`src/rtl/mouse_trackball_pulser_if.sv`:
```
// Bus bundle for mouse_trackball_pulser: PS/2 packet and controls in, per-axis dir/step out.
// The joystick member exists only when MTB_JOY_EN is defined.
// No handshake: packets are toggle-strobed, outputs are free-running levels.
interface mouse_trackball_pulser_if;
    logic [24:0] ps2_mouse;
    logic [1:0]  mouse_speed;
    logic        flip;
`ifdef MTB_JOY_EN
    logic [3:0]  joystick;
`endif
    logic        h_dir;
    logic        h_clk;
    logic        v_dir;
    logic        v_clk;

`ifdef MTB_JOY_EN
    modport master (
        output ps2_mouse, mouse_speed, flip, joystick,
        input  h_dir, h_clk, v_dir, v_clk
    );
    modport slave (
        input  ps2_mouse, mouse_speed, flip, joystick,
        output h_dir, h_clk, v_dir, v_clk
    );
`else
    modport master (
        output ps2_mouse, mouse_speed, flip,
        input  h_dir, h_clk, v_dir, v_clk
    );
    modport slave (
        input  ps2_mouse, mouse_speed, flip,
        output h_dir, h_clk, v_dir, v_clk
    );
`endif
endinterface

```
`src/rtl/mouse_trackball_pulser.sv`:
```
// PS/2 mouse packets -> Missile Command trackball dir/step pulses; optional joystick input via MTB_JOY_EN.
// Latency: packet lands in the accumulator 1 cycle after the toggle is sampled; first edge <= 1.5*PULSE_DIV+2 cycles.
// Backpressure: none; excess motion saturates in the accumulator and drains at one edge per axis per slot.
module mouse_trackball_pulser #(
    parameter int ACC_W     = 12,
    parameter int PULSE_DIV = 2048
) (
    input  logic                    clk,
    input  logic                    res_n,
    mouse_trackball_pulser_if.slave mtb
);

    localparam int DIV_W = $clog2(PULSE_DIV);
    // Sum must hold acc + largest scaled packet (+/-2048) + joystick + consume without wrapping.
    localparam int SW    = (ACC_W + 2 > 14) ? ACC_W + 2 : 14;

    localparam logic [DIV_W-1:0]     DIV_LAST = DIV_W'(PULSE_DIV - 1);
    localparam logic [DIV_W-1:0]     DIV_HALF = DIV_W'(PULSE_DIV / 2);
    localparam logic signed [SW-1:0] ACC_MAX  = SW'((1 << (ACC_W - 1)) - 1);
    localparam logic signed [SW-1:0] ACC_MIN  = ~ACC_MAX;
    localparam logic signed [SW-1:0] STEP_Q   = SW'(4);
    localparam logic signed [SW-1:0] NSTEP_Q  = -STEP_Q;

    typedef enum logic {
        ST_IDLE  = 1'b0,
        ST_ARMED = 1'b1
    } step_st_e;

    logic                    prev_tog_q, prev_tog_d;
    logic                    armed_q, armed_d;
    logic [DIV_W-1:0]        div_q, div_d;
    logic signed [ACC_W-1:0] acc_q [2];
    logic signed [ACC_W-1:0] acc_d [2];
    step_st_e                st_q  [2];
    step_st_e                st_d  [2];
    logic                    dir_q [2];
    logic                    dir_d [2];
    logic                    stp_q [2];
    logic                    stp_d [2];

    logic                    pkt;
    logic signed [8:0]       dx9, dy9;
    logic signed [SW-1:0]    inc  [2];
    logic signed [SW-1:0]    joy  [2];
    logic signed [SW-1:0]    base [2];
    logic signed [SW-1:0]    cons [2];
    logic signed [SW-1:0]    sum  [2];

    function automatic logic signed [SW-1:0] scale_delta(
        input logic signed [8:0] d,
        input logic [1:0]        sp,
        input logic              neg
    );
        logic signed [SW-1:0] v;
        v = SW'(d) <<< sp;
        return neg ? -v : v;
    endfunction

    function automatic logic signed [ACC_W-1:0] sat_acc(input logic signed [SW-1:0] s);
        if (s > ACC_MAX) return ACC_MAX[ACC_W-1:0];
        if (s < ACC_MIN) return ACC_MIN[ACC_W-1:0];
        return s[ACC_W-1:0];
    endfunction

    // Packet detect and 9-bit delta extraction; overflow pins the delta to the extreme of its sign.
    always_comb begin
        pkt = armed_q & (mtb.ps2_mouse[24] ^ prev_tog_q);

        if (mtb.ps2_mouse[6]) dx9 = mtb.ps2_mouse[4] ? 9'h100 : 9'h0FF;
        else                  dx9 = {mtb.ps2_mouse[4], mtb.ps2_mouse[15:8]};

        if (mtb.ps2_mouse[7]) dy9 = mtb.ps2_mouse[5] ? 9'h100 : 9'h0FF;
        else                  dy9 = {mtb.ps2_mouse[5], mtb.ps2_mouse[23:16]};

        inc[0] = '0;
        inc[1] = '0;
        if (pkt) begin
            inc[0] = scale_delta(dx9, mtb.mouse_speed, mtb.flip);
            inc[1] = scale_delta(dy9, mtb.mouse_speed, mtb.flip);
        end
    end

    always_comb begin
        joy[0] = '0;
        joy[1] = '0;
`ifdef MTB_JOY_EN
        // joystick = {up, down, left, right}; opposite directions cancel.
        if (div_q == '0) begin
            joy[0] = (mtb.joystick[0] ? SW'(2) : SW'(0)) - (mtb.joystick[1] ? SW'(2) : SW'(0));
            joy[1] = (mtb.joystick[3] ? SW'(2) : SW'(0)) - (mtb.joystick[2] ? SW'(2) : SW'(0));
            if (mtb.flip) begin
                joy[0] = -joy[0];
                joy[1] = -joy[1];
            end
        end
`endif
    end

    // Axis 0 is horizontal, axis 1 vertical; both share the slot counter.
    always_comb begin
        prev_tog_d = mtb.ps2_mouse[24];
        armed_d    = 1'b1;
        div_d      = (div_q == DIV_LAST) ? '0 : div_q + 1'b1;

        for (int a = 0; a < 2; a++) begin
            st_d[a]  = st_q[a];
            dir_d[a] = dir_q[a];
            stp_d[a] = stp_q[a];
            cons[a]  = '0;
            base[a]  = SW'(acc_q[a]) + joy[a];

            case (st_q[a])
                ST_IDLE: begin
                    if (div_q == '0) begin
                        if (base[a] >= STEP_Q) begin
                            dir_d[a] = 1'b1;
                            cons[a]  = STEP_Q;
                            st_d[a]  = ST_ARMED;
                        end else if (base[a] <= NSTEP_Q) begin
                            dir_d[a] = 1'b0;
                            cons[a]  = NSTEP_Q;
                            st_d[a]  = ST_ARMED;
                        end
                    end
                end
                ST_ARMED: begin
                    // Edge lands half a slot after dir was set, so dir has settled.
                    if (div_q == DIV_HALF) begin
                        stp_d[a] = ~stp_q[a];
                        st_d[a]  = ST_IDLE;
                    end
                end
                default: st_d[a] = ST_IDLE;
            endcase

            // A packet and a consume in the same cycle fold into one update.
            sum[a]   = base[a] + inc[a] - cons[a];
            acc_d[a] = sat_acc(sum[a]);
        end
    end

    always_ff @(posedge clk or negedge res_n) begin
        if (!res_n) begin
            prev_tog_q <= 1'b0;
            armed_q    <= 1'b0;
            div_q      <= '0;
            for (int a = 0; a < 2; a++) begin
                acc_q[a] <= '0;
                st_q[a]  <= ST_IDLE;
                dir_q[a] <= 1'b0;
                stp_q[a] <= 1'b0;
            end
        end else begin
            prev_tog_q <= prev_tog_d;
            armed_q    <= armed_d;
            div_q      <= div_d;
            for (int a = 0; a < 2; a++) begin
                acc_q[a] <= acc_d[a];
                st_q[a]  <= st_d[a];
                dir_q[a] <= dir_d[a];
                stp_q[a] <= stp_d[a];
            end
        end
    end

    assign mtb.h_dir = dir_q[0];
    assign mtb.h_clk = stp_q[0];
    assign mtb.v_dir = dir_q[1];
    assign mtb.v_clk = stp_q[1];

endmodule

```
`src/flat_wrapper.sv`:
```
// flat-port wrapper written by rule: the top's interface ports become plain ports
module mouse_trackball_pulser_flat 
#(
    parameter int ACC_W     = 12,
    parameter int PULSE_DIV = 2048
)
  (clk, res_n, mtb_ps2_mouse, mtb_mouse_speed, mtb_flip, mtb_h_dir, mtb_h_clk, mtb_v_dir, mtb_v_clk);
  mouse_trackball_pulser_if mtb_i ();
  input  logic clk;
  input  logic res_n;
  input wire logic [$bits(mtb_i.ps2_mouse)-1:0] mtb_ps2_mouse;
  input wire logic [$bits(mtb_i.mouse_speed)-1:0] mtb_mouse_speed;
  input wire logic [$bits(mtb_i.flip)-1:0] mtb_flip;
  output wire logic [$bits(mtb_i.h_dir)-1:0] mtb_h_dir;
  output wire logic [$bits(mtb_i.h_clk)-1:0] mtb_h_clk;
  output wire logic [$bits(mtb_i.v_dir)-1:0] mtb_v_dir;
  output wire logic [$bits(mtb_i.v_clk)-1:0] mtb_v_clk;
  assign mtb_i.ps2_mouse = mtb_ps2_mouse;
  assign mtb_i.mouse_speed = mtb_mouse_speed;
  assign mtb_i.flip = mtb_flip;
  assign mtb_h_dir = mtb_i.h_dir;
  assign mtb_h_clk = mtb_i.h_clk;
  assign mtb_v_dir = mtb_i.v_dir;
  assign mtb_v_clk = mtb_i.v_clk;
  mouse_trackball_pulser #(.ACC_W(ACC_W), .PULSE_DIV(PULSE_DIV)) u_core (.clk(clk), .res_n(res_n), .mtb(mtb_i));
endmodule
```
`config.mk`:
```
export PLATFORM = sky130hd
export DESIGN_NAME = mouse_trackball_pulser_flat
export DESIGN_NICKNAME = d
export VERILOG_FILES = /design/src/rtl/mouse_trackball_pulser_if.sv /design/src/rtl/mouse_trackball_pulser.sv /design/src/flat_wrapper.sv
export SDC_FILE = /design/constraint.sdc
export NUM_CORES = 1
export LEC_CHECK = 0
export CAP_MARGIN = 10
export CORE_MARGIN = 4
export CORE_UTILIZATION = 60
export DETAILED_ROUTE_END_ITERATION = 8
export PLACE_DENSITY_LB_ADDON = 0.15
export SYNTH_ARGS = -nofsm -noshare
export SYNTH_HDL_FRONTEND = slang
export SYNTH_SLANG_ARGS = --single-unit
```
`constraint.sdc`:
```
create_clock -name clk -period 5.6 [get_ports clk]
set_clock_uncertainty 0.05 [all_clocks]
set_input_delay 1.4 -clock clk [delete_from_list [all_inputs] [get_ports clk]]
set_output_delay 1.4 -clock clk [all_outputs]
set_load 0.02 [all_outputs]
```
# After elaboration in Yosys (flattened, before gate mapping)

Index checks and enable logic that the tools add are counted.

Flip-flop bits (word level): 43
Bits of input ports: 30
Output and inout bits: 4
Logic and storage cells: 86

Add/subtract/negate cells: 7
Order comparisons: 8
Equality and inequality tests: 2
Shift operators: 2
Multiplexer cells: 43
Bitwise gates (word level): 6
Reduce and logical (&&, ||, !) cells: 7

Operator list:

| cell                                                                | count |
|---|---|
| two-way mux 14 bit                                                  | 10 |
| two-way mux 12 bit                                                  | 8 |
| two-way mux 9 bit                                                   | 4 |
| adder 12 x 14 -> 14 bit                                             | 2 |
| > comparator 14 x 12 -> 1 bit (second input constant)               | 2 |
| < comparator 14 x 12 -> 1 bit (second input constant)               | 2 |
| two-way mux 28 bit                                                  | 1 |
| negation 14 bit                                                     | 2 |
| <<< shifter 9 x 2 -> 14 bit                                         | 2 |
| subtractor 14 bit                                                   | 2 |
| greater-or-equal comparator 12 x 4 -> 1 bit (second input constant) | 2 |
| <= comparator 12 x 3 -> 1 bit (second input constant)               | 2 |
| == test 11 bit (second input constant)                              | 2 |
| two-way mux 1 bit                                                   | 17 |
| adder 11 x 1 -> 11 bit (second input constant)                      | 1 |
| zero test 11 bit                                                    | 1 |
| two-way mux 11 bit                                                  | 1 |
| AND reduction 3 bit                                                 | 2 |
| NOT 1 bit                                                           | 4 |
| one-hot mux 1 bit (2 select lines)                                  | 2 |
| AND reduction 2 bit                                                 | 2 |
| nonzero test 2 bit                                                  | 2 |
| AND 1 bit                                                           | 1 |
| XOR 1 bit                                                           | 1 |

# Logic depth before layout (Yosys ltp)

Depth in word-level cells: 13
Mapped depth: 23

# Least setup slack after synthesis

No wires, ideal clock.

Path type: in2reg
Start point: input port mtb_mouse_speed[1]
End point: register u_core.acc_q[8] in the netlist's numbering
Arrival: 5483 ps
Data required time: 5455 ps
Slack: -29 ps
Stages on the path: 22
Cell sequence: buf_2 buf_2 inv_1 buf_1 nand2_1 ha_1 nand3_1 o31ai_1 xnor2_1 nand2_1 fa_1 inv_1 ha_1 and2_1 and4_1 a32oi_2 nand2_1 and4bb_1 o211ai_2 buf_6 and3_1 o31ai_1

RTL lines:

| element                        | line                          | source |
|---|---|---|
| start: declaration             | flat_wrapper.sv:12            | `input wire logic [$bits(mtb_i.mouse_speed)-1:0] mtb_mouse_speed;` |
| end signal: indexed assignment | mouse_trackball_pulser.sv:158 | `acc_q[a] <= acc_d[a];` |
| end: declaration               | mouse_trackball_pulser.sv:32  | `logic signed [ACC_W-1:0] acc_q [2];` |

==> run_results.csv <==
group,metric,value,unit
finish,regArea,0.00108,mm2
setup_path,cp_top_family,"buffers and inverters",
logic_synthesis,synth_async_sr_flop_share,1.00,
routing,avgViaCountPerCell,6.66,
logic_synthesis,synth_edf_count,0,
floorplanning,num_rows,34,
routing,first_pass_iters,6,
timing,slew_violations,0,
timing,rsz0062_at_grt,"yes",
timing,min_period_over_period,1.02,
finish,diodes,0,
floorplanning,dieHeight,104,um
clocking,cts_tree,"built",
place,place_area,0.00690,mm2
finish,design_area,0.00800,mm2
run,max_cap_violations,0,
setup_path,worst_path_max_delay_cell,"fa_1",
status,status,"complete, but fails checks",
status,violations,"setup timing",
routing,wl_per_cell,22.0,um
timing,slew_headroom,0.373,
grt,grt_pass1_vias,5801,
clocking,numCtsBuffers,5,
place,gp_congestion,0.877,
clocking,htreeDepth,2,
clocking,clk_pin_slew_worst_paths,0.08,ns
timing,fmaxAchievable,175,MHz
logic_synthesis,yosysSeqAreaShare,0.193,
finish,nFillCells,356,
setup_path,endpoint_kind,"flop",
routing,wirelength,21400,um
routing,ant_nets,0,
setup_path,critPathKind,"input pin to flop",
logic_synthesis,yosys_warnings,0,
logic_synthesis,syn_nets,771,
logic_synthesis,ys.flop_type,"dfrtp_1",
floorplanning,die-width,104,um
clocking,clk_latency,0.30,ns
grt,grt.total_usage,0.295,
logic_synthesis,synthCells,687,
floorplanning,ios,34,
setup_path,worst-path-buf-inv,9,
finish,drive_gt1_frac,0.366,
place,post-dp-hpwl,11800,um
timing,hold_viol,0,
clocking,cts.sinks,43,
logic_synthesis,ys_seq_elements,43,
logic_synthesis,avgSynthCellArea,8.10,um2
grt,grt_pass1_wl,26600,um
setup_path,max_stage_delay,0.45,ns
routing,vias,6470,
finish,area_growth,43.9,%
place,io_buffer_count,29,
grt,antenna_found_initial,0,
setup_path,cp_max_fo,8,
clocking,cts_root_buf,"clkbuf_8",
finish,fin_nets,948,
setup_path,worst_path_most_repeated_cell,"buf_4",
floorplanning,core_area,0.00885,mm2
worst_hold_path,hold_path_class,"flop to flop",
clocking,cts.path.max_buffers,2,
timing,setup_ws,-0.127,ns
finish,multi_input_comb_area,0.00472,mm2
floorplanning,initial_core_util,0.629,
logic_synthesis,netlist_area,0.00556,mm2
timing,worst_pin_slew,0.940,ns
setup_path,cp.required,5.76,ns
timing,fin_crit,5.73,ns
setup_path,cp-start-kind,"input pin",
routing,drc_errors,0,
logic_synthesis,synth_cell_types,88,
floorplanning,fp.dieArea,0.0109,mm2
routing,drtIter0Drc,758,
clocking,cts_hold_buf,0,
grt,grt_max_degree,44,
timing,setup_viol,11,
setup_path,arrival,5.89,ns
grt,grt_overflow_total,0,
## worst register-to-register path, delay by kind of cell (launching register included)
kind	cells	cell delay (ns)
flip-flops	1	0.43
adder cells (fa/ha/maj)	2	0.81
buffers and inverters	5	1.16
AND/OR/NAND/NOR	6	1.51
AO/OA/AOI/OAI	6	1.06
## per-layer routing
layer | vias to the layer above | GRT usage | wire, um
met5 | - | 0 | 0
met4 | 0 | 0.104 | 1560
met3 | 186 | 0.0416 | 1990
met2 | 507 | 0.519 | 10100
met1 | 3060 | 0.367 | 7770
li1 | 2717 | - | -
## Yosys cell counts (all sizes together), types with 3 or more instances
cell / instances / share of area
a22oi: 3 / 0.0040
o41ai: 6 / 0.015
ha: 32 / 0.072
nand3: 12 / 0.011
o211ai: 7 / 0.010
nand2: 74 / 0.050
and2: 21 / 0.024
o21ai: 38 / 0.036
o21a: 9 / 0.012
nand3b: 3 / 0.0040
nor4: 5 / 0.0067
nor3b: 3 / 0.0061
nor2: 43 / 0.029
clkbuf: 12 / 0.0081
a41oi: 3 / 0.0061
fa: 22 / 0.079
nand2b: 21 / 0.025
o22a: 3 / 0.0047
a21oi: 34 / 0.033
a21o: 6 / 0.0081
a211o: 3 / 0.0050
buf: 16 / 0.021
nor2b: 14 / 0.016
xor2: 26 / 0.041
mux2: 4 / 0.0081
mux2i: 9 / 0.017
o31ai: 7 / 0.0094
or2: 5 / 0.0061
a32oi: 3 / 0.0061
xnor2: 24 / 0.038
nor3: 21 / 0.024
o22ai: 7 / 0.013
inv: 83 / 0.056
dfrtp: 43 / 0.19
o31a: 5 / 0.0079
a211oi: 12 / 0.021
and3: 9 / 0.011
or3: 4 / 0.0045
a31oi: 5 / 0.0056
nand4: 6 / 0.0067
## repair_timing
| item | in CTS | in global routing |
|---|---|---|
| setup buffers | 6 | 20 |
| setup endpoints to repair | 24 | 24 |
| cloned | 1 | 3 |
| gates resized for setup | 63 | 132 |
| hold endpoints to repair | 0 | 0 |
| pin swaps | 30 | 64 |
## through the flow
| stage | util | hold WS, ns | TNS [ns] | cells | worst slack [ns] |
|---|---|---|---|---|---|
| after floorplan | - | 0.418 | 0 | 687 | 0.00486 |
| after global placement | 0.780 | 0.411 | -16.09 | 936 | -0.711 |
| after detailed placement | 0.780 | 0.423 | -19.75 | 936 | -0.877 |
| after CTS | 0.827 | 0.432 | -0.000636 | 949 | -0.000520 |
| after global routing | 0.904 | 0.469 | -3.19 | 971 | -0.256 |
| final | 0.904 | 0.431 | -1.14 | 971 | -0.127 |
## sequential cells by signal (all words and copies together) (netlist names)
signal and cells:
u_core.acc_q 24, u_core.mtb.h_dir 1, u_core.prev_tog_q 1, u_core.st_q 2, u_core.mtb.h_clk 1, u_core.armed_q 1
u_core.mtb.v_dir 1, u_core.div_q 11, u_core.mtb.v_clk 1
## worst paths after layout
check	from	to	slack [ns]	cells past startpoint
max	mtb_mouse_speed[0]	u_core.acc_q[19]$_DFF_PN0_	-0.13	25
min	u_core.mtb.h_clk$_DFFE_PN0P_	u_core.mtb.h_clk$_DFFE_PN0P_	0.43	1
max reg2reg	u_core.div_q[5]$_DFF_PN0_	u_core.acc_q[18]$_DFF_PN0_	0.48	19
min reg2reg	u_core.mtb.h_clk$_DFFE_PN0P_	u_core.mtb.h_clk$_DFFE_PN0P_	0.43	1
max in group asynchronous	res_n	u_core.mtb.v_dir$_DFFE_PN0P_	3.71	1
min in group asynchronous	res_n	u_core.acc_q[8]$_DFF_PN0_	1.19	1
## cell families (layout without fill, tap and decap cells)
group           Yosys count  count (layout)  share of synthesized area
simple gates            248             248                      0.236
compound gates          166             166                      0.229
buf+inv                 112             288                     0.0859
fa+ha+maj                54              54                      0.151
xor+xnor                 50              50                     0.0787
flops                    43              43                      0.193
mux                      13              13                     0.0250
other cells               1               1                   0.000674
## layout make-up
type,instances,share of cell area
multi-input cells,532,0.590
flip-flops and latches,43,0.134
clock inverters,1,0.000938
inverters,84,0.0402
well taps,108,0.0169
repair buffers,198,0.209
clock buffers,5,0.00860
## cell usage in the layout, fill, tap and decap left out, types with 9 or more instances in the layout
cell / n
fa_1: 22
nor2b_1: 12
nand3_1: 11
nand2_1: 69
buf_4: 158
xnor2_1: 23
dlymetal6s2s_1: 12
ha_1: 22
clkdlybuf4s50_1: 10
nor3_1: 10
o21ai_1: 10
ha_4: 10
nor2_1: 36
nor3_2: 9
xor2_1: 25
nand2b_1: 15
o21ai_0: 19
a21oi_1: 23
dfrtp_1: 43
and2_1: 14
inv_1: 78
Power is left out: the tool's default activity adds up to more than one toggle a clock period on the data nets, which glitch-free logic cannot reach.
